$ cat src/rtl/mw_controller.sv
// Microwave cooking-sequence controller.
// Drives the MM:SS countdown timer (load / clear / count-enable), generates the
// countdown tick, the magnetron drive and the end-of-cook beeper.
// Every output is a register, so each one reflects the decision made on the
// previous rising clock edge.
module mw_controller #(
    parameter int TICK_DIV    = 50000000,
    parameter int BEEP_CYCLES = 100000000
) (
    input  logic       clock,
    input  logic       reset,
    input  logic       key_valid,
    input  logic       start,
    input  logic       stop,
    input  logic       door_closed,
    input  logic       timer_zero,
    output logic       timer_loadn,
    output logic       timer_clrn,
    output logic       timer_enable,
    output logic       mag_on,
    output logic       beep,
    output logic [2:0] state
);

    localparam int PW = (TICK_DIV > 1) ? $clog2(TICK_DIV) : 1;
    localparam int BW = (BEEP_CYCLES > 0) ? $clog2(BEEP_CYCLES + 1) : 1;
    localparam logic [PW-1:0] PRESC_LAST = PW'(TICK_DIV - 1);
    localparam logic [BW-1:0] BEEP_LAST  = BW'(BEEP_CYCLES - 1);

    typedef enum logic [2:0] {
        S_IDLE  = 3'd0,
        S_SET   = 3'd1,
        S_COOK  = 3'd2,
        S_PAUSE = 3'd3,
        S_DONE  = 3'd4
    } state_t;

    state_t        state_q;
    logic [PW-1:0] presc_q;
    logic [BW-1:0] beep_cnt_q;
    logic          key_prev_q, start_prev_q, stop_prev_q;
    logic          loadn_q, clrn_q, enable_q, mag_q, beep_q;

    // Rising-edge detects; the previous-sample registers reset high so a
    // button already held through reset never looks like a fresh press.
    logic key_edge, start_edge, stop_edge;
    assign key_edge   = key_valid & ~key_prev_q;
    assign start_edge = start     & ~start_prev_q;
    assign stop_edge  = stop      & ~stop_prev_q;

    // Sequencer: state, prescaler, beep counter and all registered outputs.
    always_ff @(posedge clock) begin
        if (reset) begin
            state_q      <= S_IDLE;
            presc_q      <= '0;
            beep_cnt_q   <= '0;
            key_prev_q   <= 1'b1;
            start_prev_q <= 1'b1;
            stop_prev_q  <= 1'b1;
            loadn_q      <= 1'b1;
            clrn_q       <= 1'b0;   // timer held clear for the whole reset
            enable_q     <= 1'b0;
            mag_q        <= 1'b0;
            beep_q       <= 1'b0;
        end else begin
            key_prev_q   <= key_valid;
            start_prev_q <= start;
            stop_prev_q  <= stop;
            // Strobes default to their idle level; each is a one-cycle pulse.
            loadn_q      <= 1'b1;
            clrn_q       <= 1'b1;
            enable_q     <= 1'b0;
            case (state_q)
                S_IDLE: begin
                    mag_q  <= 1'b0;
                    beep_q <= 1'b0;
                    if (key_edge) begin
                        loadn_q <= 1'b0;
                        state_q <= S_SET;
                    end
                end
                S_SET: begin
                    mag_q  <= 1'b0;
                    beep_q <= 1'b0;
                    if (stop_edge) begin
                        clrn_q  <= 1'b0;
                        state_q <= S_IDLE;
                    end else if (start_edge && door_closed && !timer_zero) begin
                        // An accepted start swallows a coincident key press.
                        presc_q <= '0;
                        mag_q   <= 1'b1;
                        state_q <= S_COOK;
                    end else if (key_edge) begin
                        loadn_q <= 1'b0;
                    end
                end
                S_COOK: begin
                    if (timer_zero) begin
                        // Zero wins over door/stop and suppresses the tick.
                        mag_q      <= 1'b0;
                        beep_q     <= 1'b1;
                        beep_cnt_q <= '0;
                        state_q    <= S_DONE;
                    end else if (!door_closed || stop_edge) begin
                        // Prescaler is left untouched so resume keeps phase.
                        mag_q   <= 1'b0;
                        state_q <= S_PAUSE;
                    end else begin
                        mag_q <= 1'b1;
                        if (presc_q == PRESC_LAST) begin
                            presc_q  <= '0;
                            enable_q <= 1'b1;
                        end else begin
                            presc_q <= presc_q + PW'(1);
                        end
                    end
                end
                S_PAUSE: begin
                    mag_q <= 1'b0;
                    if (stop_edge) begin
                        clrn_q  <= 1'b0;
                        state_q <= S_IDLE;
                    end else if (start_edge && door_closed) begin
                        mag_q   <= 1'b1;
                        state_q <= S_COOK;
                    end
                end
                S_DONE: begin
                    mag_q <= 1'b0;
                    if (stop_edge || !door_closed || beep_cnt_q == BEEP_LAST) begin
                        beep_q     <= 1'b0;
                        beep_cnt_q <= '0;
                        state_q    <= S_IDLE;
                    end else begin
                        beep_q     <= 1'b1;
                        beep_cnt_q <= beep_cnt_q + BW'(1);
                    end
                end
                default: begin
                    // Unused encodings fall back to a safe idle.
                    mag_q   <= 1'b0;
                    beep_q  <= 1'b0;
                    state_q <= S_IDLE;
                end
            endcase
        end
    end

    assign timer_loadn  = loadn_q;
    assign timer_clrn   = clrn_q;
    assign timer_enable = enable_q;
    assign mag_on       = mag_q;
    assign beep         = beep_q;
    assign state        = state_q;

endmodule

$ cat config.mk
export PLATFORM = sky130hd
export DESIGN_NAME = mw_controller
export DESIGN_NICKNAME = d
export VERILOG_FILES = /design/src/rtl/mw_controller.sv
export SDC_FILE = /design/constraint.sdc
export NUM_CORES = 1
export LEC_CHECK = 0
export BUFFER_PORTS_ARGS = -buffer_cell sky130_fd_sc_hd__buf_2
export CAP_MARGIN = 0
export CORE_AREA = 8 8 92 94
export CTS_CLUSTER_SIZE = 14
export DETAILED_ROUTE_END_ITERATION = 12
export DIE_AREA = 0 0 100 102
export SLEW_MARGIN = 40
export SYNTH_ARGS = -nofsm -noshare
export SYNTH_HDL_FRONTEND = slang
export SYNTH_SLANG_ARGS = --single-unit
export TNS_END_PERCENT = 100
$ cat constraint.sdc
create_clock -name clock -period 3 [get_ports clock]
set_input_delay 0.15 -clock clock [delete_from_list [all_inputs] [get_ports clock]]
set_output_delay 0.15 -clock clock [all_outputs]
set_load 0.01 [all_outputs]
==> Word-level counts from Yosys, hierarchy flattened <==
Index checks and enable logic that the tools add are counted.
{ "classes": {"n_addsub": 2, "n_mul": 0, "div": 0, "n_lt_le_gt_ge": 0, "eq_ne": 16, "shifts": 0, "muxes": 35, "bitwise": 8, "reduce_logical": 15} }
{ "op_table": {"columns": ["op", "n"], "rows": [
  ["26-bit two-way mux", 5],
  ["27-bit two-way mux", 2],
  ["27-bit one-hot mux with 2 select lines", 1],
  ["26-bit one-hot mux with 2 select lines", 1],
  ["27-bit by 1-bit adder with 27-bit output, second input constant", 1],
  ["27-bit == test, second input constant", 1],
  ["26-bit by 1-bit adder with 26-bit output, second input constant", 1],
  ["26-bit == test, second input constant", 1],
  ["3-bit two-way mux", 8],
  ["3-bit one-hot mux with 5 select lines", 1],
  ["1-bit two-way mux", 14],
  ["2-bit inequality test, second input constant", 7],
  ["5-bit AND reduction", 2],
  ["3-bit inequality test, second input constant", 3],
  ["3-bit by 2-bit == test with 1-bit output, second input constant", 2],
  ["1-bit one-hot mux with 3 select lines", 2],
  ["1-bit NOT", 5],
  ["2-bit AND reduction", 2],
  ["2-bit nonzero test", 2],
  ["4-bit OR reduction", 1],
  ["1-bit AND", 3],
  ["3-bit by 1-bit == test with 1-bit output, second input constant", 1],
  ["3-bit == test, second input constant", 1],
  ["3-bit logical NOT", 1],
  ["5 further kinds", 8]
]} }
{ "word_totals": {"reg_bits": 64, "latchBits": 0, "ram_bits": 0, "mem_bits_ro": 0, "out_inout_bits": 8, "mem_count": 0} }

==> Logic depth before layout (Yosys ltp) <==
Gate-level depths: netlist of the first run.
{ "logic_depth": {"depth_word": 7, "depth_mapped": 8, "depth_no_buf": 6} }

==> Worst setup path before layout of the first run <==
Ideal clock, no wire load.
{ "synth_path": {"path_kind": "register -> register", "start": "register beep_cnt_q[17]", "end": "register beep_cnt_q[2]", "setup_time_ns": 0.117, "arrival_time_ns": 1.784, "slack_ns": 1.099, "stages_incl_launch_ff": 7, "path_buffers": 1, "synth_period_minus_slack_ns": 1.901, "path_cell_list": "dfxtp_1 > or4b_4 > nor4_4 > a21o_4 > buf_6 > o21ai_2 > a22o_1"} }
{ "synth_between": {"elab_chain_cells": 4} }
{ "synth_rtl": {"columns": ["element", "line_no", "source"], "rows": [
  ["start: declaration", "40", "logic [BW-1:0] beep_cnt_q;"],
  ["start signal: assignment", "136", "beep_cnt_q <= beep_cnt_q + BW'(1);"],
  ["27-bit == test", "130", "if (stop_edge || !door_closed || beep_cnt_q == BEEP_LAST) begin"],
  ["1-bit logical OR", "130", null],
  ["27-bit two-way mux", "130", null],
  ["27-bit one-hot mux with 2 select lines", "73", "case (state_q)"]
]} }
Every way passes these cells.
A chain may end at the register's enable or synchronous reset.

==> Final worst setup path of the first run <==
{ "layout_path": {"start": "register beep_cnt_q[0]", "end": "register beep_cnt_q[4]"} }
{ "layout_between": {"elab_chain_cells": 4} }
{ "layout_rtl": {"columns": ["element", "line_no"], "rows": [
  ["branches (longest 2 deep; another with 27-bit by 1-bit adder with 27-bit output)", null],
  ["27-bit two-way mux (*)", "130"],
  ["27-bit one-hot mux with 2 select lines (*)", "73"]
]} }
Mark *: on every way between the ends.

==> results of run 1 <==
synth_stat cells, drive strengths merged, types with 2 or more instances:
cell type,instances
nand2b,4
o31ai,2
nand2,29
a2111oi,7
a31oi,14
a21oi,17
a22o,4
and2,2
nor2,42
and3b,2
a22oi,2
nand4,21
o21ai,17
nor4,8
ha,2
a211oi,13
nor2b,5
and4,4
xnor2,23
and3,10
or2,4
inv,13
a21o,6
buf,8
or4,4
nand3,26
clkbuf,13
nor3b,3
or3b,2
dfxtp,64
or3,8
nor3,8
nand3b,3
metal layers:
layer / part of all wire / wire, um / track usage / vias to the layer above
li1: - / - / - / 1509
met1: 0.51 / 3840 / 0.202 / 1420
met2: 0.44 / 3350 / 0.245 / 31
met3: 0.031 / 234 / 0.0286 / 9
met4: 0.016 / 120 / 0.0698 / 0
met5: 0 / 0 / 0 / -
cells by family after synthesis:
family | after synthesis
fa+ha+maj | 2
xor+xnor | 24
simple gates | 187
flops | 64
compound gates | 92
buf+inv | 34
mux | 1
final cells by class:
type	count	area [sq um]	area share
Clock buffer	9	124	0.0328
Clock inverter	7	144	0.0381
Inverter	13	48.8	0.0129
Multi-Input combinational cell	306	1950	0.517
Sequential cell	64	1280	0.340
Tap cell	99	124	0.0328
Timing Repair Buffer	18	103	0.0272
layout by cell type, fill, tap and decap left out, types with 5 or more instances in the layout:
cell,n
dfxtp_1,64
nor2_1,42
nand2_1,29
nand3_1,26
xnor2_1,23
nand4_1,21
a21oi_1,16
a31oi_1,14
o21ai_0,14
buf_2,14
inv_1,13
a211oi_1,13
and3_1,10
clkbuf_8,9
nor3_1,8
or3_1,8
a2111oi_2,6
nor2b_1,5
a21o_1,5
repair_timing:
action	in CTS	in global routing
hold buffers	1	0
hold endpoints to repair	1	0
endpoints found under the setup margin	0	0
worst paths after layout:
kind                            slack [ps]             end
worst max register to register         730   beep_cnt_q[4]
worst max-delay path                   730   beep_cnt_q[4]
worst min register to register         470  beep_cnt_q[24]
worst min-delay path                    30     stop_prev_q
state kept, by name, summed over array words and instances (netlist names):
signal	count
presc_q	26
start_prev_q	1
timer_enable	1
key_prev_q	1
stop_prev_q	1
mag_on	1
beep_cnt_q	27
timer_clrn	1
timer_loadn	1
beep	1
state	3
metrics by stage:
stage,cell area [sq um],instances,utilization,total power [mW],setup slack (ps)
3_3_place_gp,3490,499,0.494,1.04,684
6_report,3770,516,0.535,2.01,734
4_1_cts,3770,516,0.535,2.03,723
2_1_floorplan,3370,404,-,1.00,1100
3_5_place_dp,3500,499,0.495,1.04,724
5_1_grt,3770,516,0.535,2.09,559
power by group through the flow:
stage	sequential [mW]	clock [mW]	combinational, mW
after global placement	0.909	0	0.133
after global routing	0.893	1.05	0.150
after detailed placement	0.909	0	0.133
after floorplan	0.896	0	0.106
after CTS	0.890	1.01	0.134
final	0.890	0.989	0.134
worst max-delay path, stage by stage, from the launching register on:
cell	delay (ps)
dfxtp_1	410
ha_1	310
nand4_1	200
nor4_2	440
a21oi_4	300
and3_1	270
a221o_1	250
==> out/qor.yml, run 1 <==
outcome: "finished, final reports clean"
cts_setup_buffers: 0
drv_cap: 0
synth_top_cell_area_share: 0.381
synth_top_family_by_area: "simple AND/OR/NAND/NOR gates"
drcViolationCount: 0
rsz0062_at_grt: "false"
pwr-share-seq: 0.442
crit_type: "flop to flop"
final_nets: 421
hold_start: "stop"
ir_worst_vdd_mv: 0.260
p_leak_nw: 1.18
startpoint_type: "flop"
setup_viol: 0
synthFlopType: "dfxtp_1"
core_sq_um: 7060
switching_power_mw: 0.461
synth_xor_area_frac: 0.0625
crit_required_ps: 3230
start_util: 0.477
syn-num-nets: 413
holdPathStages: 2
final_max_slew_viol_count: 0
cts.sinks: 64
worst_pin_slew_ps: 657
ys_seq_area_frac: 0.381
final.min_clock_period_ps: 2270
drt-total-wl_mm: 7.54
synth_area_leader_cell: "dfxtp_1"
syn_avg_cell_area_sq_um: 8.33
antenna_found_initial: 0
cts.clk_slew.worst_paths_ps: 80
hold_ws_ps: 27.1
post_cts_resized: 0
r2r_cells: 6
crit_path_end_kind: "flop"
die_x_um: 100
ys_types: 57
cts_made_buffers: 9
synth_fa_ha_area_frac: 0.00743
overflow: 0
slew_headroom: 0.561
avgRoutedWirePerCell_um: 14.6
p_comb_frac: 0.067
cp-startpoint: "beep_cnt_q[0]"
grt_pass1_vias: 2765
grtUsageTotal: 0.155
synth_seq_cells: 64
intPower_mw: 1.55
synthTopCellsByArea: "dfxtp_1 38%, xnor2_1 6.0%, nor2_1 4.7%"
syn-instance-count: 404
clock_path_buffers: 2
max_freq_mhz: 441
ios: 15
fin_setup_tns_ps: 0
ant_nets: 0
worstSkewPairLatency_ps: 340
fin_crit_sh: 0.755
drtPass1Iterations: 4
num_vias: 2969
finClkSkew_ps: 13.9
cp_data_arrival_time_ps: 2500
fillers: 699
drive_gt1_frac: 0.127
rr_startpoint: "beep_cnt_q[0]"
synth_compound_area_frac: 0.199
p_sw_frac: 0.229
grt_pass1_wl_mm: 13.0
grt_max_degree: 26
synthMuxAreaShare: 0.00297
num_rows: 31
place.port_buffers: 14
ys_async_sr_fraction: 0
diodes: 0
syn_to_final_growth_pct: 12.1
drt_iter0_drc: 169
clockRootBuffer: "clkbuf_8"
die_area_sq_um: 10200
place.gp.congestion: 0.789
synth_edf_count: 0
ys_warn_count: 0
cts_tree: "built"
finalHoldViolCount: 0
die_y_um: 102
power_density_nw_per_um2: 534
synth-simple-area-share: 0.306
crit_path_max_fanout: 24
min_path_type: "primary input to flop"
dpl.hpwl_mm: 5.15
p_clk_frac: 0.491
cts-htree-levels: 3
via_per_inst: 5.75
synth_area_sq_um: 3370
Power figures use the tool's default switching activity.
==> run 2: changes to the inputs <==
PLACE_DENSITY = 0.67   (was unset)
clock period = 1.9 ns   (was 3 ns; I/O delays follow)
==> run 2 against run 1 <==
  * Flip-flop and latch count stayed put
  * Via count is 11% higher
  * Hold slack better by 5.5 ps
  * Fmax is 20% higher
  * Sequential share of layout area is 3.7 points lower
  * Combinational power is 120% higher
==> out/qor.yml, run 2 (same netlist as run 1, synthesis figures left out) <==
worstSkewPairLatency_ps: 350  # was 340 ps
cts_tree: "built"  # unchanged
drive_gt1_frac: 0.275  # was 0.127
drv_cap: 0  # unchanged
hold_ws_ps: 32.6  # was 27.1 ps
fin_util: 0.605  # was 0.535
finClkSkew_ps: 17.9  # was 13.9 ps
final_common_cell: "dfxtp_1"  # unchanged
grt_pass1_vias: 3093  # was 2765
crit_type: "flop to flop"  # unchanged
die_x_um: 100  # unchanged
cts-htree-levels: 3  # unchanged
cts.sinks: 64  # unchanged
clockRootBuffer: "clkbuf_8"  # unchanged
min_path_type: "primary input to flop"  # unchanged
intPower_mw: 1.99  # was 1.55 mW
largest_register_ffs: 27  # unchanged
drtPass1Iterations: 4  # unchanged
layout_common_cells: "55 x dfxtp_1, 52 x buf_4, 41 x nor2_1"  # was 64 x dfxtp_1, 42 x nor2_1, 29 x nand2_1
overflow: 0  # unchanged
place.gp.congestion: 0.869  # was 0.789
final_cells: 576  # was 516
avgRoutedWirePerCell_um: 15.4  # was 14.6 um
antenna_found_initial: 0  # unchanged
grt_pass1_wl_mm: 14.4  # was 13.0 mm
drt-total-wl_mm: 8.84  # was 7.54 mm
grtUsageTotal: 0.173  # was 0.155
p_leak_nw: 1.53  # was 1.18 nW
core_sq_um: 7060  # unchanged
crit_required_ps: 2130  # was 3230 ps
outcome: "finished, final reports clean"  # unchanged
diodes: 0  # unchanged
num_vias: 3304  # was 2969
setup_viol: 0  # unchanged
cts.clk_slew.worst_paths_ps: 80  # about the same
ir_worst_vdd_mv: 0.328  # was 0.260 mV
grt_max_degree: 26  # unchanged
num_rows: 31  # unchanged
p_comb_frac: 0.109  # was 0.067
ios: 15  # unchanged
clock_path_buffers: 2  # unchanged
p_clk_frac: 0.382  # was 0.491
cts_made_buffers: 9  # unchanged
syn_to_final_growth_pct: 27.0  # was 12.1%
finalHoldViolCount: 0  # unchanged
final.min_clock_period_ps: 1890  # was 2270 ps
drt_iter0_drc: 156  # was 169
fin_crit_sh: 0.993  # was 0.755
startpoint_type: "flop"  # unchanged
start_util: 0.477  # unchanged
power_density_nw_per_um2: 639  # was 534 nW/um^2
rsz0062_at_grt: "true"  # was false
die_y_um: 102  # unchanged
final_nets: 482  # was 421
place.port_buffers: 14  # unchanged
switching_power_mw: 0.739  # was 0.461 mW
slew_headroom: 0.656  # was 0.561
placement.cell_area_sq_um: 3900  # was 3500 sq um
p_sw_frac: 0.270  # was 0.229
die_area_sq_um: 10200  # unchanged
stdcell_area_sq_um: 4270  # was 3770 sq um
top_register: "beep_cnt_q"  # unchanged
worst_pin_slew_ps: 513  # was 657 ps
cp_data_arrival_time_ps: 2120  # was 2500 ps
crit_path_end_kind: "flop"  # unchanged
via_per_inst: 5.74  # was 5.75
dpl.hpwl_mm: 5.91  # was 5.15 mm
max_freq_mhz: 530  # was 441 MHz
drcViolationCount: 0  # unchanged
ant_nets: 0  # unchanged
dp_cells: 549  # was 499
pwr-share-seq: 0.509  # was 0.442
final_max_slew_viol_count: 0  # unchanged
crit_path_max_fanout: 5  # was 24
==> run 2: per-stage QoR <==
stage	worst slack, ps	power, mW	TNS, ps
floorplan	27.9	1.58	0
global placement	41.6	1.69	0
detailed placement	3.20	1.70	0
CTS	2.94	2.73	0
global route	-62.9	2.84	-598
finish	12.8	2.73	0
==> run 2: power by group through the flow <==
stage	logic, mW	registers [mW]	clock network [mW]
3_5_place_dp	0.282	1.42	0
3_3_place_gp	0.279	1.42	0
4_1_cts	0.288	1.38	1.06
6_report	0.298	1.39	1.04
2_1_floorplan	0.168	1.41	0
5_1_grt	0.324	1.39	1.12
==> run 2: layer usage <==
metal | wire [um] | up-vias | track usage
li1 | - | 1635 | -
met1 | 4010 | 1574 | 0.212
met2 | 4200 | 81 | 0.289
met3 | 494 | 14 | 0.0334
met4 | 134 | 0 | 0.0709
met5 | 0 | - | 0
==> run 2: path summary, 6_finish.rpt <==
check,start,endpoint,slack [ps],cells past startpoint
setup / recovery,beep_cnt_q[10],beep_cnt_q[20],10,7
hold / removal,reset,timer_loadn,30,3
setup reg to reg,beep_cnt_q[10],beep_cnt_q[20],10,7
hold reg to reg,beep_cnt_q[24],beep_cnt_q[24],470,1
==> run 2: area by class of cell <==
cell class	instances	area, sq um
fillers	647	2790
multi-input cells	307	2020
flip-flops and latches	64	1290
repair buffers	78	612
clock buffers	10	138
well taps	99	124
inverters	13	48.8
clock inverters	5	33.8
==> run 2: what timing repair did <==
action | 4_1_cts | 5_1_grt
gates cloned | 0 | 2
endpoints found under the setup margin | 6 | 52
setup buffers | 0 | 7
hold buffers | 3 | 0
endpoints found under the hold margin | 3 | 0
resized for setup | 0 | 30
pin swaps | 2 | 19
==> run 2: worst max-delay path: stages (launching register included) <==
cell	delay (ps)
dfxtp_2	330
or4_4	540
nor4_4	250
buf_4	180
a21o_4	170
buf_6	120
nor2_1	40
a2bb2oi_1	130
==> run 3: changes to the inputs <==
HOLD_SLACK_MARGIN = 0.05   (was unset)
==> run 3 against run 2 <==
  * Critical path depth unchanged
  * Clock skew about the same
  * Fmax increased by 0.26%
  * First-iteration DRC count is 12% higher
  * Register-to-register slack barely moved
  * Sequential power barely moved
  * Hold slack improved by 73 ps
  * Wire length up 0.46%
  * Flip-flop and latch count did not move
  * Setup slack better by 5.0 ps
  * Clock power is essentially flat
  * Sequential share of layout area is 0.071 points lower
  * Critical path type unchanged
  * Highest routed layer unchanged
==> out/qor.yml, run 3 (same netlist as run 1, synthesis figures left out) <==
fin_util: 0.607  # was 0.605
ant_nets: 0  # unchanged
rr_startpoint: "beep_cnt_q[10]"  # unchanged
num_rows: 31  # unchanged
worst_pin_slew_ps: 514  # was 513 ps
pre_cts_ws_ps: 3.20  # unchanged
grt_pass1_wl_mm: 14.4  # about the same
min_path_type: "primary input to flop"  # unchanged
grt_pass1_vias: 3099  # was 3093
fin_ws_ps: 17.7  # was 12.8 ps
intPower_mw: 1.99  # about the same
overflow: 0  # unchanged
crit_path_end_kind: "flop"  # unchanged
fin_setup_tns_ps: 0  # unchanged
fillers: 647  # unchanged
p_sw_frac: 0.271  # was 0.270
worstSkewPairLatency_ps: 350  # about the same
pwr-share-seq: 0.508  # was 0.509
diodes: 0  # unchanged
crit_chain: "or4_4 -> nor4_4 -> buf_4 -> a21o_4 -> buf_6 -> nor2_1 -> a2bb2oi_1"  # unchanged
p_leak_nw: 1.54  # was 1.53 nW
reg2reg_to: "beep_cnt_q[20]"  # unchanged
fin_crit_sh: 0.991  # was 0.993
cts.clk_slew.worst_paths_ps: 70  # was 80 ps
finClkSkew_ps: 18.0  # was 17.9 ps
drv_cap: 0  # unchanged
grt_max_degree: 26  # unchanged
cp_data_arrival_time_ps: 2110  # was 2120 ps
rsz0062_at_grt: "true"  # unchanged
r2r_cells: 7  # unchanged
clockRootBuffer: "clkbuf_8"  # unchanged
p_clk_frac: 0.382  # about the same
final.min_clock_period_ps: 1880  # was 1890 ps
cts.sinks: 64  # unchanged
largest_register_ffs: 27  # unchanged
slew_headroom: 0.655  # was 0.656
final_nets: 483  # was 482
syn_to_final_growth_pct: 27.2  # was 27.0%
top_register: "beep_cnt_q"  # unchanged
clock_path_buffers: 2  # unchanged
drive_gt1_frac: 0.274  # was 0.275
dpl.hpwl_mm: 5.91  # unchanged
drtPass1Iterations: 4  # unchanged
r2r_slack_ps: 20  # was 10 ps
place.gp.congestion: 0.869  # unchanged
crit_path_max_fanout: 5  # unchanged
final_max_slew_viol_count: 0  # unchanged
crit_type: "flop to flop"  # unchanged
power_density_nw_per_um2: 638  # was 639 nW/um^2
max_stage_delay_ps: 540  # about the same
drt-total-wl_mm: 8.88  # was 8.84 mm
num_vias: 3302  # was 3304
finalHoldViolCount: 0  # unchanged
switching_power_mw: 0.740  # was 0.739 mW
cts_made_buffers: 9  # unchanged
hold_ws_ps: 106  # was 32.6 ps
cts-htree-levels: 3  # unchanged
die_x_um: 100  # unchanged
drt_iter0_drc: 174  # was 156
setup_viol: 0  # unchanged
startpoint_type: "flop"  # unchanged
place.port_buffers: 14  # unchanged
power.total_mw: 2.73  # about the same
p_comb_frac: 0.110  # was 0.109
core_sq_um: 7060  # unchanged
crit_slowest_cell: "or4_4"  # unchanged
die_area_sq_um: 10200  # unchanged
drcViolationCount: 0  # unchanged
ir_worst_vdd_mv: 0.328  # about the same
layout_common_cells: "55 x dfxtp_1, 52 x buf_4, 41 x nor2_1"  # unchanged
cp-startpoint: "beep_cnt_q[10]"  # unchanged
crit_end: "beep_cnt_q[20]"  # unchanged
start_util: 0.477  # unchanged
final_common_cell: "dfxtp_1"  # unchanged
ios: 15  # unchanged
die_y_um: 102  # unchanged
max_freq_mhz: 531  # was 530 MHz
via_per_inst: 5.72  # was 5.74
antenna_found_initial: 0  # unchanged
outcome: "finished, final reports clean"  # unchanged
grtUsageTotal: 0.173  # about the same
avgRoutedWirePerCell_um: 15.4  # about the same
crit_required_ps: 2130  # about the same
cts_tree: "built"  # unchanged
## run 3: cell count changes in the layout (fill, tap and decap cells not counted), sizes merged
cell / delta
dlygate4sd3: +1
## run 3: per-layer routing
layer	global-route usage	up-vias	wire length, um
met5	0	-	0
met4	0.0709	0	115
met3	0.0334	12	516
met2	0.290	79	4250
met1	0.212	1576	4000
li1	-	1635	-
## run 3: critical path, delay by kind of cell (launching register included)
kind            cells  cell delay (ps)
simple gates        3              830
flops               1              320
compound gates      2              300
buf+inv             2              300
## run 3: metrics by stage
step                      cell area (sq um)  instances
after floorplan                        3370        404
after global placement                 3900        549
after detailed placement               3900        549
after CTS                              4110        568
after global routing                   4280        577
final                                  4280        577
## run 3: worst min path at each step
stage	start	endpoint	slack [ps]	cells past startpoint
after global placement	key_valid	key_prev_q	300	2
after detailed placement	key_valid	key_prev_q	300	2
final	door_closed	timer_enable	110	3
after floorplan	reset	start_prev_q	200	1
after CTS	door_closed	timer_enable	100	3
after global routing	door_closed	timer_enable	100	3
## run 3: power by group through the flow
stage	clock [mW]	sequential, mW	combinational, mW
after global routing	1.12	1.39	0.326
after detailed placement	0	1.42	0.282
after global placement	0	1.42	0.279
after CTS	1.06	1.38	0.290
final	1.04	1.39	0.300
after floorplan	0	1.41	0.168
## run 3: layout make-up
cell class | instances | area [sq um] | area share
Clock buffer | 10 | 138 | 0.0321
Clock inverter | 5 | 33.8 | 0.00789
Inverter | 13 | 48.8 | 0.0114
Multi-Input combinational cell | 307 | 2020 | 0.473
Sequential cell | 64 | 1290 | 0.302
Tap cell | 99 | 124 | 0.0289
Timing Repair Buffer | 79 | 622 | 0.145
## run 3: repair_timing
| action | CTS | global route |
|---|---|---|
| gates cloned | 0 | 2 |
| hold buffers | 4 | 0 |
| endpoints found under the hold margin | 4 | 0 |
| endpoints found under the setup margin | 6 | 52 |
| pin swaps | 2 | 19 |
| setup buffers | 0 | 7 |
| gates resized for setup | 0 | 30 |
